<file path="config.mk">
export PLATFORM = sky130hd
export DESIGN_NAME = fetch_ctrl_flat
export DESIGN_NICKNAME = d
export VERILOG_FILES = /design/src/rtl/fetch_pkg.sv /design/src/rtl/fetch_ctrl_if.sv /design/src/rtl/fetch_ctrl_prio.sv /design/src/rtl/fetch_ctrl.sv /design/src/flat_wrapper.sv
export SDC_FILE = /design/constraint.sdc
export NUM_CORES = 1
export LEC_CHECK = 0
export ABC_AREA = 0
export CORE_MARGIN = 1
export CORE_UTILIZATION = 47
export DETAILED_ROUTE_END_ITERATION = 10
export GPL_TIMING_DRIVEN = 0
export PLACE_DENSITY = 0.83
export SETUP_SLACK_MARGIN = 0.02
export SLEW_MARGIN = 10
export SYNTH_ARGS = -nofsm -noshare
export SYNTH_HDL_FRONTEND = slang
export SYNTH_SLANG_ARGS = --single-unit
</file>
<file path="constraint.sdc">
create_clock -name clk -period 3.3 [get_ports clk]
set_input_delay 0.99 -clock clk [delete_from_list [all_inputs] [get_ports clk]]
set_output_delay 0.99 -clock clk [all_outputs]
set_load 0.02 [all_outputs]
</file>
<file path="src/rtl/fetch_pkg.sv">
// Shared encodings and state type for the fetch sequencing controller.
package fetch_pkg;

  localparam logic [3:0] PL_SEQ   = 4'b0000;
  localparam logic [3:0] PL_V0    = 4'b0001;
  localparam logic [3:0] PL_V1    = 4'b0010;
  localparam logic [3:0] PL_V2    = 4'b0011;
  localparam logic [3:0] PL_V3    = 4'b0100;
  localparam logic [3:0] PL_IVT   = 4'b0101;
  localparam logic [3:0] PL_RET   = 4'b0110;
  localparam logic [3:0] PL_CALL  = 4'b0111;
  localparam logic [3:0] PL_RESET = 4'b1000;

  localparam logic [1:0] SEL_HOLD = 2'b00;
  localparam logic [1:0] SEL_P1   = 2'b01;
  localparam logic [1:0] SEL_P2   = 2'b10;

  // Drain counter width; covers DRAIN_CYCLES up to 15.
  localparam int unsigned CNT_W = 4;

  typedef enum logic [1:0] {
    RST_LOAD,
    RUN,
    INT_DRAIN,
    INT_JUMP
  } state_e;

  // Exception causes 0..3 land on vectors PL_V0..PL_V3.
  function automatic logic [3:0] exc_vector(input logic [1:0] code);
    return {2'b00, code} + 4'd1;
  endfunction

endpackage

</file>
<file path="src/rtl/fetch_ctrl_if.sv">
// Request/control bundle between the fetch sequencer (master) and the fetch/request side (slave).
interface fetch_ctrl_if;

  logic       stall;
  logic       inst_long;
  logic       exc_valid;
  logic [1:0] exc_code;
  logic       call_valid;
  logic       ret_valid;
  logic       rti_valid;
  logic       int_req;
  logic [2:0] int_index;

  logic [3:0] pc_place;
  logic [1:0] pc_select;
  logic       save_pc;
  logic       int_ack;
  logic [2:0] int_index_q;
  logic       in_service;

  modport master (
    input  stall, inst_long, exc_valid, exc_code, call_valid, ret_valid, rti_valid,
           int_req, int_index,
    output pc_place, pc_select, save_pc, int_ack, int_index_q, in_service
  );

  modport slave (
    output stall, inst_long, exc_valid, exc_code, call_valid, ret_valid, rti_valid,
           int_req, int_index,
    input  pc_place, pc_select, save_pc, int_ack, int_index_q, in_service
  );

endinterface

</file>
<file path="src/rtl/fetch_ctrl_prio.sv">
// Combinational PC-source priority encoder used while the sequencer is in RUN.
module fetch_ctrl_prio
  import fetch_pkg::*;
(
  input  logic       exc_valid,
  input  logic [1:0] exc_code,
  input  logic       rti_valid,
  input  logic       call_valid,
  input  logic       ret_valid,
  input  logic       int_req,
  input  logic       int_ok,
  input  logic       stall,
  input  logic       inst_long,
  output logic [3:0] pc_place,
  output logic [1:0] pc_select,
  output logic       take_int,
  output logic       take_rti
);

  always_comb begin
    pc_place  = PL_SEQ;
    pc_select = SEL_HOLD;
    take_int  = 1'b0;
    take_rti  = 1'b0;
    if (exc_valid) begin
      pc_place = exc_vector(exc_code);
    end else if (rti_valid) begin
      pc_place = PL_RET;
      take_rti = 1'b1;
    end else if (call_valid) begin
      pc_place = PL_CALL;
    end else if (ret_valid) begin
      pc_place = PL_RET;
    end else if (int_req && int_ok) begin
      take_int = 1'b1;
    end else if (!stall) begin
      pc_select = inst_long ? SEL_P2 : SEL_P1;
    end
  end

endmodule

</file>
<file path="src/rtl/fetch_ctrl.sv">
// Fetch-stage PC sequencer: reset vector, redirects, and multi-cycle interrupt entry.
// Define FETCH_CTRL_NESTED_INT_EN for nested interrupts up to MAX_NEST deep.
module fetch_ctrl
  import fetch_pkg::*;
#(
  parameter int unsigned DRAIN_CYCLES = 3,
  parameter int unsigned MAX_NEST     = 3
) (
  input logic          clk,
  input logic          rst_n,
  fetch_ctrl_if.master bus
);

  if (DRAIN_CYCLES < 1 || DRAIN_CYCLES > 15 || MAX_NEST < 1) begin : g_bad_params
    $error("fetch_ctrl: DRAIN_CYCLES must be 1..15 and MAX_NEST at least 1");
  end

  localparam logic [CNT_W-1:0] CNT_RELOAD = CNT_W'(DRAIN_CYCLES - 1);

  state_e           state_q, state_d;
  logic [CNT_W-1:0] cnt_q, cnt_d;
  logic [2:0]       idx_q, idx_d;

  logic       svc_set, svc_clr;
  logic       int_ok, in_service;
  logic [3:0] prio_place;
  logic [1:0] prio_select;
  logic       prio_take_int, prio_take_rti;

  logic [3:0] place;
  logic [1:0] select;
  logic       save_pc, int_ack;

  fetch_ctrl_prio u_prio (
    .exc_valid  (bus.exc_valid),
    .exc_code   (bus.exc_code),
    .rti_valid  (bus.rti_valid),
    .call_valid (bus.call_valid),
    .ret_valid  (bus.ret_valid),
    .int_req    (bus.int_req),
    .int_ok     (int_ok),
    .stall      (bus.stall),
    .inst_long  (bus.inst_long),
    .pc_place   (prio_place),
    .pc_select  (prio_select),
    .take_int   (prio_take_int),
    .take_rti   (prio_take_rti)
  );

  always_ff @(posedge clk or negedge rst_n) begin
    if (!rst_n) begin
      state_q <= RST_LOAD;
      cnt_q   <= '0;
      idx_q   <= '0;
    end else begin
      state_q <= state_d;
      cnt_q   <= cnt_d;
      idx_q   <= idx_d;
    end
  end

  always_comb begin
    state_d = state_q;
    cnt_d   = cnt_q;
    idx_d   = idx_q;
    place   = PL_SEQ;
    select  = SEL_HOLD;
    save_pc = 1'b0;
    int_ack = 1'b0;
    svc_set = 1'b0;
    svc_clr = 1'b0;
    unique case (state_q)
      RST_LOAD: begin
        place   = PL_RESET;
        state_d = RUN;
      end
      RUN: begin
        place   = prio_place;
        select  = prio_select;
        svc_clr = prio_take_rti;
        if (prio_take_int) begin
          idx_d   = bus.int_index;
          save_pc = 1'b1;
          cnt_d   = CNT_RELOAD;
          state_d = INT_DRAIN;
        end
      end
      INT_DRAIN: begin
        if (bus.exc_valid) begin
          // Abort entry; the level request is simply re-taken from RUN.
          place   = exc_vector(bus.exc_code);
          state_d = RUN;
        end else if (bus.call_valid || bus.ret_valid) begin
          // Redirect changes the PC to be saved, so save again and restart the drain.
          place   = bus.call_valid ? PL_CALL : PL_RET;
          save_pc = 1'b1;
          cnt_d   = CNT_RELOAD;
        end else if (cnt_q == '0) begin
          state_d = INT_JUMP;
        end else begin
          cnt_d = cnt_q - CNT_W'(1);
        end
      end
      INT_JUMP: begin
        state_d = RUN;
        if (bus.exc_valid) begin
          place = exc_vector(bus.exc_code);
        end else begin
          place   = PL_IVT;
          int_ack = 1'b1;
          svc_set = 1'b1;
        end
      end
      default: state_d = RST_LOAD;
    endcase
    // Controls read zero for as long as reset is held, not just from the next edge.
    if (!rst_n) begin
      place   = PL_SEQ;
      select  = SEL_HOLD;
      save_pc = 1'b0;
      int_ack = 1'b0;
    end
  end

`ifdef FETCH_CTRL_NESTED_INT_EN
  localparam int unsigned          DEPTH_W   = $clog2(MAX_NEST + 1);
  localparam logic [DEPTH_W-1:0]   DEPTH_MAX = DEPTH_W'(MAX_NEST);

  logic [DEPTH_W-1:0] depth_q;

  always_ff @(posedge clk or negedge rst_n) begin
    if (!rst_n) begin
      depth_q <= '0;
    end else if (svc_set) begin
      depth_q <= depth_q + DEPTH_W'(1);
    end else if (svc_clr && depth_q != '0) begin
      depth_q <= depth_q - DEPTH_W'(1);
    end
  end

  assign in_service = (depth_q != '0);
  assign int_ok     = (depth_q < DEPTH_MAX);
`else
  logic svc_q;

  always_ff @(posedge clk or negedge rst_n) begin
    if (!rst_n) begin
      svc_q <= 1'b0;
    end else if (svc_set) begin
      svc_q <= 1'b1;
    end else if (svc_clr) begin
      svc_q <= 1'b0;
    end
  end

  assign in_service = svc_q;
  assign int_ok     = !svc_q;
`endif

  assign bus.pc_place    = place;
  assign bus.pc_select   = select;
  assign bus.save_pc     = save_pc;
  assign bus.int_ack     = int_ack;
  assign bus.int_index_q = idx_q;
  assign bus.in_service  = in_service;

endmodule

</file>
<file path="src/flat_wrapper.sv">
// flat-port wrapper written by rule: the top's interface ports become plain ports
module fetch_ctrl_flat import fetch_pkg::*;
#(
  parameter int unsigned DRAIN_CYCLES = 3,
  parameter int unsigned MAX_NEST     = 3
)
  (clk, rst_n, bus_stall, bus_inst_long, bus_exc_valid, bus_exc_code, bus_call_valid, bus_ret_valid, bus_rti_valid, bus_int_req, bus_int_index, bus_pc_place, bus_pc_select, bus_save_pc, bus_int_ack, bus_int_index_q, bus_in_service);
  fetch_ctrl_if bus_i ();
  input logic clk;
  input logic rst_n;
  input wire logic [$bits(bus_i.stall)-1:0] bus_stall;
  input wire logic [$bits(bus_i.inst_long)-1:0] bus_inst_long;
  input wire logic [$bits(bus_i.exc_valid)-1:0] bus_exc_valid;
  input wire logic [$bits(bus_i.exc_code)-1:0] bus_exc_code;
  input wire logic [$bits(bus_i.call_valid)-1:0] bus_call_valid;
  input wire logic [$bits(bus_i.ret_valid)-1:0] bus_ret_valid;
  input wire logic [$bits(bus_i.rti_valid)-1:0] bus_rti_valid;
  input wire logic [$bits(bus_i.int_req)-1:0] bus_int_req;
  input wire logic [$bits(bus_i.int_index)-1:0] bus_int_index;
  output wire logic [$bits(bus_i.pc_place)-1:0] bus_pc_place;
  output wire logic [$bits(bus_i.pc_select)-1:0] bus_pc_select;
  output wire logic [$bits(bus_i.save_pc)-1:0] bus_save_pc;
  output wire logic [$bits(bus_i.int_ack)-1:0] bus_int_ack;
  output wire logic [$bits(bus_i.int_index_q)-1:0] bus_int_index_q;
  output wire logic [$bits(bus_i.in_service)-1:0] bus_in_service;
  assign bus_i.stall = bus_stall;
  assign bus_i.inst_long = bus_inst_long;
  assign bus_i.exc_valid = bus_exc_valid;
  assign bus_i.exc_code = bus_exc_code;
  assign bus_i.call_valid = bus_call_valid;
  assign bus_i.ret_valid = bus_ret_valid;
  assign bus_i.rti_valid = bus_rti_valid;
  assign bus_i.int_req = bus_int_req;
  assign bus_i.int_index = bus_int_index;
  assign bus_pc_place = bus_i.pc_place;
  assign bus_pc_select = bus_i.pc_select;
  assign bus_save_pc = bus_i.save_pc;
  assign bus_int_ack = bus_i.int_ack;
  assign bus_int_index_q = bus_i.int_index_q;
  assign bus_in_service = bus_i.in_service;
  fetch_ctrl #(.DRAIN_CYCLES(DRAIN_CYCLES), .MAX_NEST(MAX_NEST)) u_core (.clk(clk), .rst_n(rst_n), .bus(bus_i));
endmodule
</file>
# Yosys cells after proc, flatten, opt, wreduce, memory -nomap -nowiden
# Index checks and enable logic that the tools add are counted.
# totals
register_bits	10
# classes
n_addsub	2
eq_ne	8
n_mux	47
reduce_logical	11
# op_table
cell	n
two-way mux 4 bit	9
two-way mux 2 bit	13
two-way mux 1 bit	18
case mux 4 bit (4 select lines)	1
two-way mux 3 bit	3
case mux 4 bit (2 select lines)	1
!= test 3 x 2 -> 1 bit, second input constant	2
case mux 2 bit (3 select lines)	1
== test 2 bit, second input constant	2
zero test 4 bit	1
AND reduction 4 bit	1
nonzero test 2 bit	2
subtractor 4 x 1 -> 4 bit, second input constant	1
adder 2 x 1 -> 3 bit, second input constant	1
!= test 3 bit, second input constant	1
AND reduction 3 bit	1
== test 2 x 1 -> 1 bit, second input constant	1
zero test 2 bit	1
!= test 2 x 1 -> 1 bit, second input constant	1
!= test 2 bit, second input constant	1
case mux 1 bit (2 select lines)	1
AND reduction 2 bit	1
OR reduction 2 bit	1
logical AND 1 bit	1
other kinds (2)	2

# Logic depth before layout (Yosys ltp)
# Gate-level depths: netlist (run 1).
# depth
word_depth	10
mapped_depth	7
mapped_depth_nobuf	6

# Modules after synthesis
# Synthesis (run 1) repeated with hierarchy kept, for this count alone.
# hier_totals
hier_cells	100
area_unflattened_um2	870.8
# modules_own_cells
module	n_inst	cells_each	area_per_inst_um2
fetch_ctrl	1	84	760.7
fetch_ctrl_prio	1	16	110.1

# Least setup slack after synthesis (run 1)
# Ideal clock, no wire load.
# synth_path
kind	input-to-output
start	in bus_exc_valid
end	out bus_save_pc
arrival_time_ps	2033
t_required_ps	2310
setup_slack_ps	277
stages	3
path_buffers	0
cell_sequence	nor4_1 nand3_1 a21oi_1
# synth_via
elab_chain_len	4
elab_cells_between_ends	5
classes_between	5 x mux
# synth_lines
element	line	rtl
from (decl)	flat_wrapper.sv:13	input wire logic [$bits(bus_i.exc_valid)-1:0] bus_exc_valid;
two-way mux 1 bit	fetch_ctrl_prio.sv:25	if (exc_valid) begin
two-way mux 1 bit	fetch_ctrl.sv:81	if (prio_take_int) begin
case mux 1 bit (2 select lines) *	fetch_ctrl.sv:72	unique case (state_q)
two-way mux 1 bit *	fetch_ctrl.sv:117	if (!rst_n) begin
to (decl)	flat_wrapper.sv:22	output wire logic [$bits(bus_i.save_pc)-1:0] bus_save_pc;
# Mark *: on every way between the ends. The rest lies on a longest branch, timed or not.

# Worst setup path after layout (run 1)
# layout_path
start	in bus_rti_valid
end	out bus_save_pc
# layout_via
elab_chain_len	5
# layout_lines
element	line	rtl
from (decl)	flat_wrapper.sv:17	input wire logic [$bits(bus_i.rti_valid)-1:0] bus_rti_valid;
two-way mux 1 bit	fetch_ctrl_prio.sv:27	end else if (rti_valid) begin
two-way mux 1 bit	fetch_ctrl_prio.sv:25	
two-way mux 1 bit	fetch_ctrl.sv:81	
case mux 1 bit (2 select lines)	fetch_ctrl.sv:72	
two-way mux 1 bit	fetch_ctrl.sv:117	
# No other way between the ends.

==> results of run 1 <==
[metal layers]
metal	vias up	wire length (um)	track usage
met3	0	119	0.0690
li1	359	-	-
met1	332	818	0.262
met4	0	0	0.0500
met5	-	0	0
met2	31	849	0.347
[power breakdown]
part | internal (W) | switching [W]
clock network | 0.0000670 | 0.0000453
logic | 0.000136 | 0.000155
registers | 0.000152 | 0.0000238
[worst min-delay path by stage]
stage                              start                   endpoint
3_5_place_dp   u_core.bus.int_index_q[1]  u_core.bus.int_index_q[1]
3_3_place_gp             u_core.cnt_q[0]            u_core.cnt_q[0]
6_report                 u_core.cnt_q[0]            u_core.cnt_q[0]
5_1_grt        u_core.bus.int_index_q[1]  u_core.bus.int_index_q[1]
4_1_cts                  u_core.cnt_q[0]            u_core.cnt_q[0]
2_1_floorplan            u_core.cnt_q[0]            u_core.cnt_q[0]
[through the flow]
stage	power [W]	setup slack, ps
5_1_grt	0.000616	5.81
2_1_floorplan	0.000348	277
6_report	0.000579	63.2
4_1_cts	0.000582	20.1
3_3_place_gp	0.000459	-898
3_5_place_dp	0.000465	-939
[registers in the layout (all words and copies together) (netlist names)]
name                    flops
u_core.bus.in_service       1
u_core.bus.int_index_q      3
u_core.cnt_q                4
u_core.state_q              2
[what timing repair did]
action / in CTS / in global routing
setup buffers: 1 / 2
resized for setup: 33 / 10
pin swaps: 1 / 1
setup endpoints to repair: 8 / 5
[placed cells by master (no fill, tap or decap), drive strengths merged]
cell	Yosys	final
clkdlybuf4s50	0	13
dfrtp	10	10
clkbuf	2	9
inv	8	8
nand2	7	7
o21ai	7	7
ha	6	6
nor2b	6	6
clkdlybuf4s15	0	4
buf	0	4
nor2	3	3
mux2	3	3
dlygate4sd2	0	3
a311oi	2	2
a21boi	2	2
nor3b	2	2
a21oi	2	2
or3	2	2
o22a	2	2
o41ai	2	2
nor4	1	1
nor4b	1	1
o31ai	1	1
nand2b	1	1
o22ai	1	1
a221oi	1	1
nand3	1	1
and3	1	1
and2	1	1
nand3b	1	1
o2111ai	1	1
or3b	1	1
a31oi	1	1
mux2i	1	1
or2	1	1
[final cells by class]
class / instances / area [um^2]
multi-input combinational: 61 / 504
sequential: 10 / 250
timing repair buffer: 28 / 249
inverter: 8 / 30.0
buffer: 1 / 7.51
clock buffer: 4 / 36.3
fill: 110 / 409
tap: 16 / 20.0
[cells by family after synthesis]
group	synth area share
buffers and inverters	0.0498
adders and majority gates	0.0997
and+or+nand+nor	0.218
muxes	0.0581
AOI/OAI and AO/OA	0.243
DFF	0.332
==> results_dict.tcl, run 1 <==
set metrics [dict create \
    ordered_list_of_cells_on_the_worst_path "dlygate4sd2_1, nor4_4, nand3_2, a21oi_1, clkdlybuf4s15_2" \
    crit_fanout 4 \
    y_dimension_of_the_die_um 42.0 \
    post_synth_instance_area_um2 753 \
    synthDistinctLibCells 32 \
    root_buffer "sky130_fd_sc_hd__clkbuf_4" \
    netlist_top_cells_count "sky130_fd_sc_hd__dfrtp_1, sky130_fd_sc_hd__inv_1, sky130_fd_sc_hd__nand2_1, sky130_fd_sc_hd__o21ai_0" \
    num-nets-final 133 \
    cts-root-to-sink-buffers 2 \
    worst_r2r_endpoint "u_core.cnt_q[1]" \
    cell_area_placed_um2 1020 \
    rows 14 \
    clock_pin_slew_of_the_registers_on_the_worst_case_setup_and_hold_paths_ps 60 \
    grt_total_ovfl 0 \
    ctsHoldBuffers 0 \
    ys.flop_type "sky130_fd_sc_hd__dfrtp_1" \
    setup_violations 0 \
    number_of_enable_flip_flop_cells_after_synthesis 0 \
    diodes 0 \
    synth_seq_cells 10 \
    crit_required_ps 2310 \
    synth-warning-count 0 \
    synth_top_cell_by_area "sky130_fd_sc_hd__dfrtp_1" \
    final_util 0.728 \
    io_pins 26 \
    drc 0 \
    synthesis.instances 81 \
    r2r_setup_slk_ps 1330 \
    setup.worst_path.class "in2out" \
    core_region_area_um2 1510 \
    cts.sink_count 10 \
    biggest_area_contributors_in_the_synthesized_netlist "sky130_fd_sc_hd__dfrtp_1, sky130_fd_sc_hd__ha_1, sky130_fd_sc_hd__nor2b_1" \
    run_status "finished clean" \
    final_area_um2 1100 \
    post-dp-hpwl_um 1290 \
    cpLargestDelayFamily "buffers and inverters" \
    worst_r2r_path_depth 5 \
    fin_cells 128 \
    grt.total_usage 0.208 \
    dpl.cell_count 122 \
    grt_max_degree 16 \
    async_flop_share 1.00 \
    timing.critical_path.to "bus_save_pc" \
    min_delay_path_depth 1 \
    synth.net_count 101 \
    yosys.cell_count.top_type "sky130_fd_sc_hd__dfrtp_1" \
    timing.critical_path.buf_inv 2 \
    drive_gt1_frac 0.259 \
    critical-path-max-stage-delay_ps 340 \
    drt_iter0_markers 11 \
    antenna_found_initial 0 \
    hold_violations 0 \
    total_via_count_in_the_routed_design 722 \
    maxClockFrequency_mhz 309 \
    hold_path_class "reg2reg" \
    grt_setup_unrepaired "no" \
    io_buffer_count 25 \
    dieArea_um2 1770 \
    slew_headroom 0.760 \
    post-synth-top-area-fraction 0.332 \
    average_size_of_a_mapped_cell_um2 9.30 \
    worst_setup_path_startpoint "bus_rti_valid" \
    max-vdd-ir-drop_mv 0.354 \
    post_drt_via_cell_ratio 5.64 \
    cts_buffers 3 \
    timing.final.max_slew_violations 0 \
    leakage_nw 0.493 \
    proportion_of_synthesized_chip_area_in_sequential_cells 0.332 \
    timing_worst_slew_pin_value_ps 359 \
    slowest_stage "sky130_fd_sc_hd__nor4_4" \
    timing.critical_path.from_type "input pin" \
    grt_first_pass_wirelength_um 2890 \
    syn2layout_area_growth_pct 45.7 \
    worst_skew_pair.late_latency_ps 270 \
    fin_hold_ws_ps 501 \
    worst_setup_path_end_kind "primary output" \
    post_drt_wl_per_cell_um 14.0 \
    timing.setup.tns_ps 0 \
    initial_utilization 0.500 \
    power-per-cell-area_nw_per_um2 528 \
    post-route-min-period_ps 3240 \
    routed_wl_um 1790 \
    chipWidth_um 42.0 \
    firstDrtPassIters 4 \
    drt.antenna.violating_nets 0 \
    maxCapViolCount 0 \
    place.gp.congestion 0.762 \
    min_period_over_period 0.981 \
    data_arrival_time_at_the_worst_slack_endpoint_ps 2250 \
    h-tree-depth 1 \
    tritoncts "done" \
    reg2reg_from "u_core.state_q[0]" \
    timing.clock.skew_ps 11.4 \
    cp_num_cells 5 \
    first_global_vias 689 \
]
Note: power is estimated with default switching activity, not from simulation.
==> run 2, diff against run 1 <==
CELL_PAD_IN_SITES_DETAIL_PLACEMENT = 2   (was unset)
CELL_PAD_IN_SITES_GLOBAL_PLACEMENT = 2   (was unset)
CORE_UTILIZATION = 27   (was 47)
PLACE_DENSITY = unset   (was 0.83)
PLACE_DENSITY_LB_ADDON = 0.1   (was unset)
==> results_dict.tcl, run 2 (same netlist as run 1, synthesis figures left out) <==
set metrics [dict create \
    h-tree-depth 1 \
    timing.critical_path.from_type "input pin" \
    firstDrtPassIters 3 \
    y_dimension_of_the_die_um 54.8 \
    cts_buffers 3 \
    grt_setup_unrepaired "yes" \
    ordered_list_of_cells_on_the_worst_path "clkdlybuf4s15_2, nor4_4, buf_4, buf_4, nand2_1, nor2_1, buf_4" \
    diodes 0 \
    reg2reg_from "u_core.state_q[0]" \
    detail_route.wirelength.met1_um 1060 \
    holdCritStartpoint "u_core.cnt_q[0]" \
    timing.setup.tns_ps 0 \
    n_fill_cell 281 \
    num-nets-final 134 \
    layout_commonest_cell "sky130_fd_sc_hd__clkdlybuf4s50_1" \
    worst_slack_ps 87.0 \
    grt_max_degree 16 \
    combinational_power_share 0.521 \
    crit_fanout 7 \
    cts.sink_count 10 \
    hold_violations 0 \
    worst_r2r_path_depth 5 \
    sequential_cell_area_um2 250 \
    chipWidth_um 54.8 \
    slowest_stage "sky130_fd_sc_hd__nor4_4" \
    setup.worst_path.class "in2out" \
    data_arrival_time_at_the_worst_slack_endpoint_ps 2220 \
    power-per-cell-area_nw_per_um2 538 \
    grt_total_ovfl 0 \
    total_via_count_in_the_routed_design 744 \
    crit_required_ps 2310 \
    tritoncts "done" \
    max-vdd-ir-drop_mv 0.275 \
    initial_utilization 0.296 \
    leakage_nw 0.500 \
    fin_cells 143 \
    drt.antenna.violating_nets 0 \
    timing.clock.skew_ps 3.73 \
    endpoint_worst_hold "u_core.cnt_q[0]" \
    core_region_area_um2 2540 \
    grt.total_usage 0.178 \
    post_drt_wl_per_cell_um 16.8 \
    timing_worst_slew_pin_value_ps 429 \
    power.switching_fraction 0.402 \
    syn2layout_area_growth_pct 50.2 \
    layout.cells.most_common_list "sky130_fd_sc_hd__clkdlybuf4s50_1, sky130_fd_sc_hd__dfrtp_1, sky130_fd_sc_hd__inv_1, sky130_fd_sc_hd__nand2_1, sky130_fd_sc_hd__o21ai_0" \
    drive_gt1_frac 0.301 \
    maxCapViolCount 0 \
    power.internal_w 0.000364 \
    dieArea_um2 3000 \
    setup_violations 0 \
    maxClockFrequency_mhz 311 \
    root_buffer "sky130_fd_sc_hd__clkbuf_4" \
    drt_iter0_markers 6 \
    maxUsedRoutingLayer "met4" \
    critical_path.most_common_cell "sky130_fd_sc_hd__buf_4" \
    post_drt_via_cell_ratio 5.20 \
    min_delay_path_depth 1 \
    worst_r2r_endpoint "u_core.cnt_q[1]" \
    io_buffer_count 25 \
    critical-path-max-stage-delay_ps 340 \
    power.sequential.fraction 0.287 \
    routed_wl_um 2400 \
    clockPowerShare 0.191 \
    place.gp.congestion 0.681 \
    slew_headroom 0.714 \
    largest_reg_flops 4 \
    r2r_setup_slk_ps 1250 \
    grt_first_pass_wirelength_um 3640 \
    dpl.cell_count 136 \
    ctsHoldBuffers 0 \
    wl_met2_um 1250 \
    place_ws_ps -1010 \
    largest_register "u_core.cnt_q" \
    clock_pin_slew_of_the_registers_on_the_worst_case_setup_and_hold_paths_ps 80 \
    worst_setup_path_end_kind "primary output" \
    post-route-min-period_ps 3210 \
    post-dp-hpwl_um 1820 \
    drc 0 \
    met3_length_um 82 \
    run_status "finished clean" \
    min_period_over_period 0.974 \
    area_occupied_by_multi_input_gates_um2 518 \
    timing.final.max_slew_violations 0 \
    hold_path_class "reg2reg" \
    worst_skew_pair.late_latency_ps 270 \
    rows 18 \
    io_pins 26 \
    first_global_vias 800 \
    antenna_found_initial 0 \
    cts-root-to-sink-buffers 2 \
    power.switching_w 0.000245 \
]
run 2: final cells by class:
cell class / instances / share of cell area
multi-input cells: 61 / 0.458
repair buffers: 29 / 0.222
flip-flops and latches: 10 / 0.221
well taps: 30 / 0.0332
clock buffers: 4 / 0.0321
inverters: 8 / 0.0265
plain buffers: 1 / 0.00664
run 2: power groups by stage:
| stage | Combinational (W) | Sequential (W) | Clock [W] |
|---|---|---|---|
| 2_1_floorplan | 0.000149 | 0.000199 | 0 |
| 3_3_place_gp | 0.000296 | 0.000173 | 0 |
| 3_5_place_dp | 0.000301 | 0.000176 | 0 |
| 4_1_cts | 0.000306 | 0.000176 | 0.000119 |
| 5_1_grt | 0.000345 | 0.000179 | 0.000128 |
| 6_report | 0.000317 | 0.000175 | 0.000116 |
run 2: critical path: cells and delay by family:
kind / cells / cell delay [ps]
AND/OR/NAND/NOR: 3 / 510
buffers and inverters: 4 / 720
run 2: worst max-delay path by stage:
stage | start | endpoint | slack, ps | cells past startpoint
after detailed placement | bus_ret_valid | bus_save_pc | -1010 | 5
after global placement | bus_ret_valid | bus_save_pc | -950 | 5
after floorplan | bus_exc_valid | bus_save_pc | 280 | 3
after global routing | bus_int_req | bus_save_pc | 10 | 5
after CTS | bus_exc_valid | bus_save_pc | 20 | 5
final | bus_call_valid | bus_pc_select[0] | 90 | 7
run 2: layer usage:
metal / vias up / track usage
met4: 0 / 0.0256
li1: 355 / -
met3: 2 / 0.0583
met2: 12 / 0.315
met5: - / 0
met1: 375 / 0.209
run 2: through the flow:
step           power (W)  hold WS [ps]  area (um^2)  utilization
2_1_floorplan   0.000348           466          753            -
3_3_place_gp    0.000468           479         1040        0.409
3_5_place_dp    0.000477           497         1040        0.409
4_1_cts         0.000601           510         1120        0.441
5_1_grt         0.000653           531         1130        0.444
6_report        0.000609           508         1130        0.444
run 2: timing repair:
action,CTS,global route
resized for setup,42,11
setup buffers,1,3
setup endpoints to repair,8,5
endpoints found under the hold margin,0,0
pin swaps,1,1
gates cloned,0,0
==> run 3, diff against run 2 <==
PLACE_DENSITY = 0.86   (was unset)
PLACE_DENSITY_LB_ADDON = unset   (was 0.1)
RECOVER_POWER = 25   (was unset)
==> results_dict.tcl, run 3 (same netlist as run 1, synthesis figures left out) <==
set metrics [dict create \
    run_status "finished clean" \
    initial_utilization 0.296 \
    rows 18 \
    h-tree-depth 1 \
    syn2layout_area_growth_pct 49.0 \
    y_dimension_of_the_die_um 54.8 \
    worst_setup_path_end_kind "primary output" \
    layout.cells.most_common_list "sky130_fd_sc_hd__clkdlybuf4s50_1, sky130_fd_sc_hd__dfrtp_1, sky130_fd_sc_hd__inv_1, sky130_fd_sc_hd__nand2_1, sky130_fd_sc_hd__o21ai_0" \
    grt_max_degree 16 \
    n_fill_cell 286 \
    slew_headroom 0.735 \
    hold_violations 0 \
    diodes 0 \
    drt.antenna.violating_nets 0 \
    timing.clock.skew_ps 2.67 \
    grt.total_usage 0.193 \
    largest_register "u_core.cnt_q" \
    timing.setup.tns_ps 0 \
    setup_violations 0 \
    chipWidth_um 54.8 \
    firstDrtPassIters 4 \
    first_global_vias 828 \
    crit_required_ps 2310 \
    drc 0 \
    setup.worst_path.class "in2out" \
    post_drt_wl_per_cell_um 17.4 \
    root_buffer "sky130_fd_sc_hd__clkbuf_4" \
    drive_gt1_frac 0.270 \
    sequential_cell_area_um2 250 \
    post-dp-hpwl_um 1830 \
    antenna_found_initial 0 \
    place.gp.congestion 0.690 \
    timing.critical_path.from_type "input pin" \
    routed_wl_um 2460 \
    core_region_area_um2 2540 \
    totalPowerFinal_w 0.000612 \
    timing_worst_slew_pin_value_ps 398 \
    cts.sink_count 10 \
    io_buffer_count 25 \
    total_via_count_in_the_routed_design 757 \
    grt_total_ovfl 0 \
    io_pins 26 \
    largest_reg_flops 4 \
    power-per-cell-area_nw_per_um2 546 \
    ctsHoldBuffers 0 \
    worst_skew_pair.late_latency_ps 270 \
    post-route-min-period_ps 3210 \
    crit_fanout 1 \
    maxClockFrequency_mhz 311 \
    grt_first_pass_wirelength_um 3990 \
    cts-root-to-sink-buffers 2 \
    grt_setup_unrepaired "no" \
    min_period_over_period 0.973 \
    num-nets-final 132 \
    leakage_nw 0.504 \
    hold_path_class "reg2reg" \
    area_occupied_by_multi_input_gates_um2 518 \
    dieArea_um2 3000 \
    clock_pin_slew_of_the_registers_on_the_worst_case_setup_and_hold_paths_ps 80 \
    maxCapViolCount 0 \
    data_arrival_time_at_the_worst_slack_endpoint_ps 2220 \
    max-vdd-ir-drop_mv 0.296 \
    drt_iter0_markers 6 \
    timing.final.max_slew_violations 0 \
    cts_buffers 3 \
    tritoncts "done" \
    layout_commonest_cell "sky130_fd_sc_hd__clkdlybuf4s50_1" \
    post_drt_via_cell_ratio 5.37 \
]
run 3: worst max-delay path: stages:
cell and delay, ps:
sky130_fd_sc_hd__clkdlybuf4s50_1 400, sky130_fd_sc_hd__ha_1 310, sky130_fd_sc_hd__nor2b_1 70, sky130_fd_sc_hd__a311oi_1 230, sky130_fd_sc_hd__buf_2 220
run 3: per-stage QoR:
stage / std cells / util / instance area [um^2] / hold WS, ps / setup WS, ps
after floorplan: 81 / - / 753 / 466 / 277
after global placement: 136 / 0.409 / 1040 / 484 / -935
after detailed placement: 136 / 0.409 / 1040 / 501 / -986
after CTS: 141 / 0.441 / 1120 / 512 / 10.2
after global routing: 141 / 0.441 / 1120 / 538 / 26.3
final: 141 / 0.441 / 1120 / 510 / 89.6
run 3: path summary, 6_finish.rpt:
kind / start / to / slack [ps] / cells after the start
worst max-delay path: bus_exc_code[1] / bus_pc_place[1] / 90 / 5
worst min-delay path: u_core.cnt_q[0] / u_core.cnt_q[0] / 510 / 1
worst max register to register: u_core.state_q[0] / u_core.cnt_q[1] / 1260 / 5
worst min register to register: u_core.cnt_q[0] / u_core.cnt_q[0] / 510 / 1
max in group asynchronous: rst_n / u_core.cnt_q[0] / 2340 / 1
min in group asynchronous: rst_n / u_core.state_q[1] / 700 / 1
run 3: per-layer routing:
layer / track usage / vias up / wire (um)
met5: 0 / - / 0
li1: - / 353 / -
met2: 0.337 / 19 / 1240
met1: 0.223 / 383 / 1110
met4: 0.0940 / 0 / 10
met3: 0.0333 / 2 / 104
run 3: power by group:
part	switching, W	internal (W)
Clock	0.0000517	0.0000671
Sequential	0.0000255	0.000152
Combinational	0.000173	0.000143
Total	0.000250	0.000362
run 3: cell type report:
class,instances,area share
multi-input cells,61,0.462
flip-flops and latches,10,0.223
repair buffers,27,0.216
well taps,30,0.0334
clock buffers,4,0.0323
inverters,8,0.0268
plain buffers,1,0.00669
run 3: what timing repair did:
action	CTS	global route
resized for setup	41	12
pin swaps	2	2
buffers inserted	1	1
endpoints found under the setup margin	8	7
cloned	0	0
